### src/rtl/fifo_rd_ctrl.sv
// Read-side controller of the asynchronous FIFO: owns the read pointer, derives
// empty/fill level from the synchronized write pointer, and drives a valid/ready output register.
module fifo_rd_ctrl #(
    parameter  int DATASIZE = 8,
    parameter  int DEPTH    = 16,
    localparam int ADDRSIZE = $clog2(DEPTH)
) (
    input  logic                rd_clk,
    input  logic                rd_rst_n,
    input  logic [ADDRSIZE:0]   rq2_wptr,
    input  logic [DATASIZE-1:0] mem_rdata,
    output logic [ADDRSIZE-1:0] rd_addr,
    output logic [ADDRSIZE:0]   rd_ptr,
    output logic                empty,
    output logic [ADDRSIZE:0]   rd_level,
    output logic                rd_valid,
    input  logic                rd_ready,
    output logic [DATASIZE-1:0] rd_data
);

    function automatic logic [ADDRSIZE:0] bin2gray(input logic [ADDRSIZE:0] b);
        return b ^ (b >> 1);
    endfunction

    function automatic logic [ADDRSIZE:0] gray2bin(input logic [ADDRSIZE:0] g);
        logic [ADDRSIZE:0] b;
        b[ADDRSIZE] = g[ADDRSIZE];
        for (int i = ADDRSIZE - 1; i >= 0; i--) begin
            b[i] = b[i+1] ^ g[i];
        end
        return b;
    endfunction

    logic [ADDRSIZE:0]   rbin_q,     rbin_d;
    logic [ADDRSIZE:0]   rd_ptr_q,   rd_ptr_d;
    logic                rd_valid_q, rd_valid_d;
    logic [DATASIZE-1:0] rd_data_q,  rd_data_d;
    logic [ADDRSIZE:0]   rbin_inc;
    logic                fetch;

    assign rd_addr  = rbin_q[ADDRSIZE-1:0];
    assign rd_ptr   = rd_ptr_q;
    assign rd_valid = rd_valid_q;
    assign rd_data  = rd_data_q;

    // The mod-2^(ADDRSIZE+1) subtraction handles pointer wrap without extra logic.
    assign empty    = (rd_ptr_q == rq2_wptr);
    assign rd_level = gray2bin(rq2_wptr) - rbin_q;

    assign rbin_inc = rbin_q + (ADDRSIZE+1)'(1);
    assign fetch    = !empty && (!rd_valid_q || rd_ready);

    always_comb begin
        rbin_d     = rbin_q;
        rd_ptr_d   = rd_ptr_q;
        rd_valid_d = rd_valid_q;
        rd_data_d  = rd_data_q;
        if (fetch) begin
            rd_data_d  = mem_rdata;
            rd_valid_d = 1'b1;
            rbin_d     = rbin_inc;
            rd_ptr_d   = bin2gray(rbin_inc);
        end else if (rd_valid_q && rd_ready) begin
            rd_valid_d = 1'b0;
        end
    end

    // Output register stage
    always_ff @(posedge rd_clk) begin
        if (!rd_rst_n) begin
            rbin_q     <= '0;
            rd_ptr_q   <= '0;
            rd_valid_q <= 1'b0;
            rd_data_q  <= '0;
        end else begin
            rbin_q     <= rbin_d;
            rd_ptr_q   <= rd_ptr_d;
            rd_valid_q <= rd_valid_d;
            rd_data_q  <= rd_data_d;
        end
    end

endmodule
### config.mk
export PLATFORM = sky130hd
export DESIGN_NAME = fifo_rd_ctrl
export DESIGN_NICKNAME = d
export VERILOG_FILES = /design/src/rtl/fifo_rd_ctrl.sv
export SDC_FILE = /design/constraint.sdc
export NUM_CORES = 1
export LEC_CHECK = 0
export ABC_AREA = 1
export BUFFER_PORTS_ARGS = -buffer_cell sky130_fd_sc_hd__buf_2
export CORE_MARGIN = 5
export CORE_UTILIZATION = 49
export CTS_CLUSTER_DIAMETER = 30
export DETAILED_ROUTE_END_ITERATION = 10
export MAX_ROUTING_LAYER = met4
export PLACE_DENSITY = 0.76
export SYNTH_ARGS = -nofsm -noshare
export SYNTH_HDL_FRONTEND = slang
export SYNTH_SLANG_ARGS = --single-unit
### constraint.sdc
create_clock -name rd_clk -period 3.2 [get_ports rd_clk]
set_clock_uncertainty 0.05 [all_clocks]
set_input_delay 0.48 -clock rd_clk [delete_from_list [all_inputs] [get_ports rd_clk]]
set_output_delay 0.48 -clock rd_clk [all_outputs]
set_load 0.01 [all_outputs]
==> results.toml <==
[status]
run_status = "complete, no violations"

[place]
place_hpwl_um = 2110
port_buffers = 39
routabilityCongestion = 0.858
place_worst_setup_slack_ps = 67.5
post-place-cells = 236

[pwr]
p_leak_nw = 0.800
max_vdd_drop_uv = 353
pwr_density_cell_nw_per_um2 = 530

[critical_path]
worstPathCellList = "buf_2 > inv_1 > nand2_1 > nand2_1 > xor2_2 > xor3_1 > ha_1 > fa_1 > o21ai_0 > xnor2_1 > buf_2"
slowest_stage = "sky130_fd_sc_hd__fa_1"
cp_data_required_time_ps = 2670
worst_setup_path_start_kind = "primary input"
crit_end_category = "output port"
worst_stage_delay_on_the_critical_path_ps = 420
critical_path.max_fanout = 3
crit_family = "XOR/XNOR gates"
cp.arrival_ps = 2530
cp.buffers_inverters = 3
regToRegSetupSlack_ps = 1490
critical_path_class = "primary input to output port"

[global_routing]
grt_resource_usage_total_pct = 17.6
antenna_found_initial = 0
grt_max_degree = 29
first_global_vias = 1179
first_pass_grt_wire_length_um = 4710
overflow = 0

[yosys]
yosysWarningCount = 0
synth_cell_types = 23
synth_area_per_cell_um2 = 6.73
post_synth_inst_count = 176
postSynthRegisterBits = 18
syn-cell-area_um2 = 1180
synthesis.nets = 198
synth_seq_area_share_pct = 30.4

[sta]
min_period_over_period_pct = 95.6
final_critical_path_setup_slack_ps = 142
minimum_clock_period_after_layout_ps = 3060
hold_violations = 0
max_clock_freq_mhz = 327
drv_slew = 0
slew_headroom_pct = 44.5
grt_setup_unrepaired = "no"
setup_total_negative_slack_ps = 0
final-setup-viol-count = 0
worst_pin_slew_ps = 831

[floorplanning]
row_count = 17
placeableCoreArea_um2 = 2250
number_of_top_level_pins = 40
floorplan.initialDensity_pct = 52.6
die-width_um = 59.2
die_height_um = 59.2
fp.dieArea_um2 = 3500

[detailed_routing]
count_of_antenna_violating_nets_left_after_detailed_routing = 0
first_iter_violations = 49
post_drt_via_cell_ratio = 5.11
drc = 0
drt-pass1-iter-count = 5
wire_per_inst_um = 11.7
routed_wirelength_um = 2800
routed-via-count = 1226

[cells_and_area]
flow.area_growth_from_synthesis_pct = 20.1
mostFrequentLayoutCells = "sky130_fd_sc_hd__nand2_1, sky130_fd_sc_hd__buf_2, sky130_fd_sc_hd__nor2_1"
most_common_library_cell_in_the_layout_ignoring_fill_and_taps = "sky130_fd_sc_hd__nand2_1"
fin_cells = 240
nets = 235
diodes = 0
drive_gt1_share_pct = 23.1

[clock_network]
ctsRootBufferMaster = "sky130_fd_sc_hd__clkbuf_4"
h-tree-depth = 1
cts_buffers = 3
clk_latency_ps = 300
number_of_buffers_between_clock_root_and_the_deepest_sink = 2
cts_tree = "built"
clock-sinks = 18
clk_slew_on_worst_s_h_paths_ps = 100

[min_path]
min-delay-path-class = "primary input to flip-flop"

[run]
max-cap-violations = 0
-- sequential cells by signal, indices dropped and copies added, names as in the netlist --
signal    cells
rd_data       8
rbin_q        5
rd_ptr        4
rd_valid      1
-- where the power goes --
part | total (mW) | switching [mW] | internal [mW]
clock network | 0.143 | 0.0734 | 0.0693
registers | 0.288 | 0.0337 | 0.254
logic | 0.324 | 0.186 | 0.137
total | 0.754 | 0.293 | 0.461
-- final cells by class --
class / count / area, um^2
fill: 206 / 832
timing repair buffer: 39 / 195
clock buffer: 4 / 36.3
multi-input combinational: 133 / 728
sequential: 18 / 360
tap: 28 / 35.0
inverter: 18 / 67.6
-- tightest hold or removal path, cell delays in order --
cell and delay [ps]:
sky130_fd_sc_hd__buf_2 70, sky130_fd_sc_hd__nand3b_1 90, sky130_fd_sc_hd__nand2_1 40, sky130_fd_sc_hd__nor2_1 70
-- timing repair --
action,in CTS,in global routing
setup buffers,0,0
resized for setup,0,1
hold buffers,0,0
setup endpoints to repair,0,1
-- synth_stat cells, drive strengths merged --
cell | n | area [um^2]
nand3 | 9 | 57.6
xor3 | 1 | 23.8
nand3b | 8 | 60.1
buf | 4 | 25.0
dfxtp | 18 | 360
ha | 5 | 62.6
nand4 | 4 | 25.0
xor2 | 5 | 43.8
a21boi | 1 | 7.51
xnor2 | 3 | 26.3
nor2 | 23 | 93.8
a21oi | 15 | 75.1
o21ai | 2 | 10.0
fa | 1 | 20.0
inv | 18 | 67.6
nand2 | 56 | 215
clkbuf | 3 | 11.3
-- logic make-up after synthesis --
kind of cell | count (synthesis) | share of synthesized area (%)
and+or+nand+nor | 100 | 38.1
buffers and inverters | 25 | 8.76
AOI/OAI and AO/OA | 18 | 7.81
DFF | 18 | 30.4
xor gates and xnor gates | 9 | 7.92
adders and majority gates | 6 | 6.97
-- routing by layer --
layer / vias up / track usage (%) / wire, um
met5: - / - / 0
met4: 0 / 7.77 / 59
met3: 8 / 2.83 / 127
met2: 34 / 30.3 / 1410
met1: 557 / 19.9 / 1210
li1: 627 / - / -
-- per-stage QoR --
stage	power [mW]	hold WS, ps	area, um^2	util (%)
3_5_place_dp	0.616	415	1380	61.2
3_3_place_gp	0.602	407	1380	61.2
4_1_cts	0.759	433	1420	62.8
5_1_grt	0.820	446	1420	63.1
6_report	0.754	436	1420	63.1
2_1_floorplan	0.512	468	1180	-
-- final timing paths --
check,startpoint,end,cells past startpoint
min reg2reg,rd_data[7],rd_data[7],2
max,rq2_wptr[3],rd_level[4],11
max reg2reg,rbin_q[4],rbin_q[3],9
min,mem_rdata[0],rd_data[0],4
No activity file was read; power rests on OpenSTA's default activity.
